### config.mk
export PLATFORM = sky130hd
export DESIGN_NAME = imem_arbiter
export DESIGN_NICKNAME = d
export VERILOG_FILES = /design/src/rtl/imem_arb_pkg.sv /design/src/rtl/rr_arb2.sv /design/src/rtl/imem_arbiter.sv
export SDC_FILE = /design/constraint.sdc
export NUM_CORES = 1
export LEC_CHECK = 0
export BUFFER_PORTS_ARGS = -buffer_cell sky130_fd_sc_hd__buf_2
export CAP_MARGIN = 20
export CORE_UTILIZATION = 35
export CTS_CLUSTER_DIAMETER = 50
export DETAILED_ROUTE_END_ITERATION = 10
export PLACE_DENSITY = 0.76
export SETUP_SLACK_MARGIN = 0.15
export SLEW_MARGIN = 30
export SYNTH_ARGS = -nofsm -noshare
export SYNTH_HDL_FRONTEND = slang
export SYNTH_HIERARCHICAL = 1
export SYNTH_SLANG_ARGS = --single-unit
### constraint.sdc
create_clock -name clk -period 3.05 [get_ports clk]
set_input_delay 0.4575 -clock clk [delete_from_list [all_inputs] [get_ports clk]]
set_output_delay 0.4575 -clock clk [all_outputs]
set_load 0.05 [all_outputs]
### src/rtl/imem_arb_pkg.sv
// Shared constants for the instruction-memory arbiter.
// Requester IDs double as grant-vector bit indices.
package imem_arb_pkg;

  localparam int REQ_IF = 0;
  localparam int REQ_LS = 1;

  localparam int CNT_W = 16;
  localparam logic [CNT_W-1:0] CNT_MAX = '1;

endpackage

### src/rtl/rr_arb2.sv
// Two-way arbiter: round-robin or fixed fetch priority.
// Ports: clk, rst, req[1:0] in; gnt[1:0] out (one-hot or zero).
module rr_arb2
  import imem_arb_pkg::*;
#(
  parameter bit FIXED_PRIO = 1'b0
) (
  input  logic       clk,
  input  logic       rst,
  input  logic [1:0] req,
  output logic [1:0] gnt
);

  // Holds the ID of the most recent winner.
  logic last_gnt;

  always_comb begin
    gnt = '0;
    if (!rst) begin
      unique case (req)
        2'b01: gnt[REQ_IF] = 1'b1;
        2'b10: gnt[REQ_LS] = 1'b1;
        2'b11: begin
          if (FIXED_PRIO || last_gnt == 1'(REQ_LS))
            gnt[REQ_IF] = 1'b1;
          else
            gnt[REQ_LS] = 1'b1;
        end
        default: gnt = '0;
      endcase
    end
  end

  // Reset to LS so fetch wins the first conflict.
  always_ff @(posedge clk or posedge rst) begin
    if (rst)
      last_gnt <= 1'(REQ_LS);
    else if (|gnt)
      last_gnt <= gnt[REQ_LS];
  end

endmodule

### src/rtl/imem_arbiter.sv
// Shares one combinational instruction memory between fetch and loader.
// Ports: if_*/ls_* request ports, mem_addr/mem_dword, conflict_cnt.
module imem_arbiter
  import imem_arb_pkg::*;
#(
  parameter int ADDR_W     = 30,
  parameter int DATA_W     = 32,
  parameter bit FIXED_PRIO = 1'b0
) (
  input  logic              clk,
  input  logic              rst,
  input  logic              if_req,
  input  logic [ADDR_W-1:0] if_addr,
  output logic              if_gnt,
  output logic              if_rvalid,
  output logic [DATA_W-1:0] if_rdata,
  input  logic              ls_req,
  input  logic [ADDR_W-1:0] ls_addr,
  output logic              ls_gnt,
  output logic              ls_rvalid,
  output logic [DATA_W-1:0] ls_rdata,
  output logic [ADDR_W-1:0] mem_addr,
  input  logic [DATA_W-1:0] mem_dword,
  output logic [CNT_W-1:0]  conflict_cnt
);

  logic [1:0] req;
  logic [1:0] gnt;

  assign req[REQ_IF] = if_req;
  assign req[REQ_LS] = ls_req;

  rr_arb2 #(
    .FIXED_PRIO(FIXED_PRIO)
  ) u_arb (
    .clk(clk),
    .rst(rst),
    .req(req),
    .gnt(gnt)
  );

  assign if_gnt   = gnt[REQ_IF];
  assign ls_gnt   = gnt[REQ_LS];
  assign mem_addr = ls_gnt ? ls_addr : if_addr;

  always_ff @(posedge clk or posedge rst) begin
    if (rst) begin
      if_rvalid    <= 1'b0;
      ls_rvalid    <= 1'b0;
      if_rdata     <= '0;
      ls_rdata     <= '0;
      conflict_cnt <= '0;
    end else begin
      if_rvalid <= if_gnt;
      ls_rvalid <= ls_gnt;
      if (if_gnt)
        if_rdata <= mem_dword;
      if (ls_gnt)
        ls_rdata <= mem_dword;
      if (if_req && ls_req && conflict_cnt != CNT_MAX)
        conflict_cnt <= conflict_cnt + CNT_W'(1);
    end
  end

endmodule

# ---- Word-level counts from Yosys, hierarchy flattened
# Cells that the tools add are included.
# W data, S select, Z words.
dict set report totals {
  input_bits 96
  wordCells 20
  regBits 83
}
dict set report classes {
  mux 6
  n_reduce_logical 3
  n_eq_ne 4
  add_sub_neg 1
}
# op count
set op_table {}
lappend op_table {{$mux W30} 1}
lappend op_table {{$add A16 B1 Y16 const B} 1}
lappend op_table {{$ne A16 B16 Y1 const B} 1}
lappend op_table {{$eq A2 B2 Y1 const B} 2}
lappend op_table {{$pmux W1 S2} 2}
lappend op_table {{$eq A2 B1 Y1 const B} 1}
lappend op_table {{$logic_and A1 B1 Y1} 2}
lappend op_table {{$mux W1} 2}
lappend op_table {{$mux W2} 1}
lappend op_table {{$reduce_or A2 Y1} 1}

# ---- Depth between registers and ports, before layout
dict set report logic_depth {
  depth_word 4
  mapped_depth 6
}

# ---- By module
# Netlist, hierarchy kept.
# mod instances seq_area_each_um2 cells_per_inst area_each_um2
set by_module_without_submodules {}
lappend by_module_without_submodules {imem_arbiter 1 2052.0 242 3616.0}
lappend by_module_without_submodules {rr_arb2 1 26.3 8 72.6}

# ---- Worst setup path after synthesis
# No wires, ideal clock.
dict set report synth_timing {
  path_kind {input -> output}
  from {input port ls_req}
  to {output port mem_addr[10]}
  t_arrival_ns 2.676
  setup_slack_ns -0.083
  path_buffers 2
  stages 5
  path_cell_list {or2b_1 a21oi_1 clkbuf_1 clkbuf_1 mux2_2}
}
dict set report synth_between {
  elab_chain_len 4
  elab_cells_between_ends 5
  classes_between {eq/ne: 2; mux: 3}
}
# item line
set synth_rtl {}
lappend synth_rtl {{start, declared} imem_arbiter.sv:17} ;# input logic ls_req,
lappend synth_rtl {{$eq A2 B2 Y1} rr_arb2.sv:20} ;# unique case (req)
lappend synth_rtl {{$pmux W1 S2 *} rr_arb2.sv:20}
lappend synth_rtl {{$mux W2 *} rr_arb2.sv:19} ;# if (!rst) begin
lappend synth_rtl {{named net ls_gnt} imem_arbiter.sv:19} ;# output logic ls_gnt,
lappend synth_rtl {{$mux W30 *} imem_arbiter.sv:44} ;# assign mem_addr = ls_gnt ? ls_addr : if_addr;
lappend synth_rtl {{end, declared} imem_arbiter.sv:22} ;# output logic [ADDR_W-1:0] mem_addr,
# The timed path passes the listed nets; every way through them passes the cells marked *.

# ---- Final worst setup path
dict set report layout_timing {
  from {input port ls_req}
  to {output port mem_addr[26]}
}
dict set report layout_between {
  elab_chain_len 4
  elab_cells_between_ends 5
  classes_between {eq/ne: 2; mux: 3}
}
# item line
set layout_rtl {}
lappend layout_rtl {{$eq A2 B2 Y1} rr_arb2.sv:20}
lappend layout_rtl {{$pmux W1 S2 *} rr_arb2.sv:20}
lappend layout_rtl {{$mux W2 *} rr_arb2.sv:19}
lappend layout_rtl {{$mux W30 *} imem_arbiter.sv:44}
# Every way passes the cells marked *; elsewhere a longest branch is shown, timed or not.

==> impl_metrics.tcl <==
set metrics [dict create \
    fin_ws_ps 576 \
    fin_nets 560 \
    clockPowerShare 0.203 \
    final_area_mm2 0.00512 \
    cts_tree "built" \
    swShare 0.443 \
    rsz0062_at_grt "no" \
    worstSetupEndpointType "primary output" \
    dp.cells 588 \
    die_area_mm2 0.0110 \
    p_leak_nw 2.52 \
    start_kind "primary input" \
    multiInputGateArea_mm2 0.00156 \
    whs_ps 165 \
    crit_chain "buf_2 -> or2b_1 -> a21oi_4 -> buf_12 -> mux2_2 -> buf_2" \
    htree_levels 3 \
    first_pass_iters 4 \
    rr_endpoint "conflict_cnt[11]$_DFFE_PP0P_" \
    avgSynthCellArea_um2 14.8 \
    fill_cells 916 \
    vias 2878 \
    critPathLaunch "ls_req" \
    finalHoldViolCount 0 \
    synth_cell_type_count 36 \
    final_common_cell "buf_2" \
    power_frac_comb 0.416 \
    final_antenna_net_count 0 \
    die_w_um 105 \
    p_seq_frac 0.381 \
    reg2reg_depth 6 \
    instances_no_fill 604 \
    core_mm2 0.0103 \
    grt_max_degree 65 \
    slowest_delay_ps 400 \
    die_y_um 105 \
    seq_area_frac_synth 0.563 \
    crit_required_ps 2590 \
    antenna_found_initial 1 \
    layout_common_cells "buf_2, dfrtp_1, mux2_2, mux2_1, xor2_1" \
    grtUsageTotal 0.179 \
    synth.ff_latch_count 83 \
    power.switching_mw 1.72 \
    worstReg2RegStart "conflict_cnt[0]$_DFFE_PP0P_" \
    fmax_ghz 0.404 \
    ir_worst_vdd_v 0.000641 \
    pin_count 210 \
    fin_skew_ps 13.1 \
    place_hpwl_um 7370 \
    cts_setup_buffers 0 \
    cpLargestDelayFamily "buffers and inverters" \
    drive_gt1_frac 0.696 \
    drc 0 \
    worstMarginPinSlew_ps 641 \
    cts_buffer_depth 2 \
    slew_violations 0 \
    slew_headroom 0.573 \
    critPathMostFrequentCell "buf_2" \
    critPathKind "in -> out" \
    crit_buf_inv 3 \
    syn-cell-area_mm2 0.00369 \
    holdCritPathClass "in -> async" \
    num_rows 37 \
    setup_violations 0 \
    period_share 0.811 \
    crit_slowest_cell "mux2_2" \
    power_mw 3.89 \
    synth_cells 250 \
    maxCapViolCount 0 \
    wl_per_cell_um 15.9 \
    pwr_density_cell_mw_per_mm2 760 \
    drt-total-wl_um 9620 \
    numCtsBuffers 9 \
    rrSetupSlack_ps 1020 \
    p_int_mw 2.17 \
    place_area_mm2 0.00492 \
    crit_path_max_fanout 64 \
    ctsResizeCount 0 \
    root_buffer "clkbuf_8" \
    path_depth 6 \
    crit_end "mem_addr[26]" \
    synth-warning-count 6 \
    grt.overflow.total 0 \
    cts_hold_buf 0 \
    place_congestion 0.777 \
    utilization 0.498 \
    grt_pass1_vias 3035 \
    clkTransAtPathRegs_ps 70 \
    setup_tns_ps 0 \
    pre_cts_ws_ps 573 \
    viasPerCell 4.76 \
    initial_utilization 0.359 \
    crit_arrival_ps 2020 \
    period_needed_ps 2470 \
    status "finished clean" \
    clock-sinks 83 \
    seqCellArea_mm2 0.00208 \
    grt_pass1_wl_um 15200 \
    synth_fp_nets 347 \
    portBuffers 209 \
    drtIter0Drc 90 \
    syn2layout_area_growth_pct 38.9 \
    insertion_delay_ps 350 \
]
==> power by group through the flow <==
stage / combinational (mW) / clock [mW] / sequential (mW)
2_1_floorplan: 0.438 / 0 / 2.26
3_3_place_gp: 1.61 / 0 / 1.49
3_5_place_dp: 1.63 / 0 / 1.50
4_1_cts: 1.63 / 0.822 / 1.48
5_1_grt: 1.68 / 0.871 / 1.52
6_report: 1.62 / 0.792 / 1.48
==> per-layer routing <==
layer,track usage,vias to the layer above,share of wire,routed length (um)
met5,0,-,0,0
met3,0.0474,13,0.061,588
li1,-,1314,-,-
met4,0.0765,0,0.022,209
met2,0.325,127,0.54,5200
met1,0.195,1424,0.38,3620
==> cells by family (layout without fill, tap and decap cells) <==
| family | count (synthesis) | after routing | share of synthesized area |
|---|---|---|---|
| muxes | 96 | 96 | 0.293 |
| DFF | 83 | 83 | 0.563 |
| and+or+nand+nor | 36 | 36 | 0.0811 |
| buffers and inverters | 17 | 234 | 0.0207 |
| xor gates and xnor gates | 14 | 14 | 0.0332 |
| AOI/OAI and AO/OA | 3 | 3 | 0.00543 |
| adders and majority gates | 1 | 1 | 0.00339 |
| other | 0 | 1 | 0 |
==> sequential cells by signal (all words and copies together) (netlist names) <==
signal	cells
ls_rdata	32
ls_rvalid	1
conflict_cnt	16
if_rvalid	1
if_rdata	32
u_arb/last_gnt	1
==> layout make-up <==
cell class / count / share of cell area
Antenna cell: 1 / 0.000489
Inverter: 4 / 0.00342
Sequential cell: 83 / 0.406
Clock inverter: 2 / 0.00684
Tap cell: 136 / 0.0332
Timing Repair Buffer: 215 / 0.215
Multi-Input combinational cell: 150 / 0.304
Clock buffer: 13 / 0.0310
==> worst min path at each step <==
| stage | to | slack (ps) | cells after the start |
|---|---|---|---|
| floorplan | u_arb/last_gnt$_DFFE_PP1P_ | 350 | 1 |
| global route | u_arb/last_gnt$_DFFE_PP1P_ | 140 | 2 |
| global placement | if_rdata[4]$_DFFE_PP0P_ | 460 | 1 |
| CTS | u_arb/last_gnt$_DFFE_PP1P_ | 110 | 2 |
| finish | u_arb/last_gnt$_DFFE_PP1P_ | 170 | 2 |
| detailed placement | if_rdata[25]$_DFFE_PP0P_ | 470 | 1 |
==> Yosys cell counts <==
cell | n | area, um2
buf_6 | 1 | 11.3
or2_1 | 1 | 6.26
nor4_1 | 2 | 12.5
xor2_1 | 13 | 114
nor3_1 | 2 | 10.0
dfrtp_1 | 82 | 2050
nor3b_2 | 1 | 12.5
or3_1 | 2 | 12.5
nand2_1 | 5 | 18.8
buf_1 | 3 | 11.3
nand4_1 | 3 | 18.8
ha_1 | 1 | 12.5
a21oi_1 | 1 | 5.00
mux2i_1 | 1 | 10.0
nor2b_2 | 1 | 8.76
mux2_1 | 15 | 169
inv_1 | 4 | 15.0
xnor2_1 | 1 | 8.76
mux2_2 | 80 | 901
nand3_2 | 1 | 10.0
or2b_1 | 1 | 7.51
o21a_1 | 1 | 7.51
buf_4 | 1 | 7.51
nor3b_1 | 1 | 7.51
nor4_4 | 2 | 42.5
nor4b_2 | 2 | 30.0
nor4_2 | 2 | 25.0
nor2_1 | 2 | 7.51
dfstp_2 | 1 | 26.3
nor4b_1 | 1 | 8.76
clkbuf_1 | 7 | 26.3
nor3_2 | 2 | 20.0
buf_2 | 1 | 5.00
a21boi_0 | 1 | 7.51
nand3_1 | 3 | 15.0
nand4_2 | 2 | 25.0
Note: power is estimated with default switching activity, not from simulation.
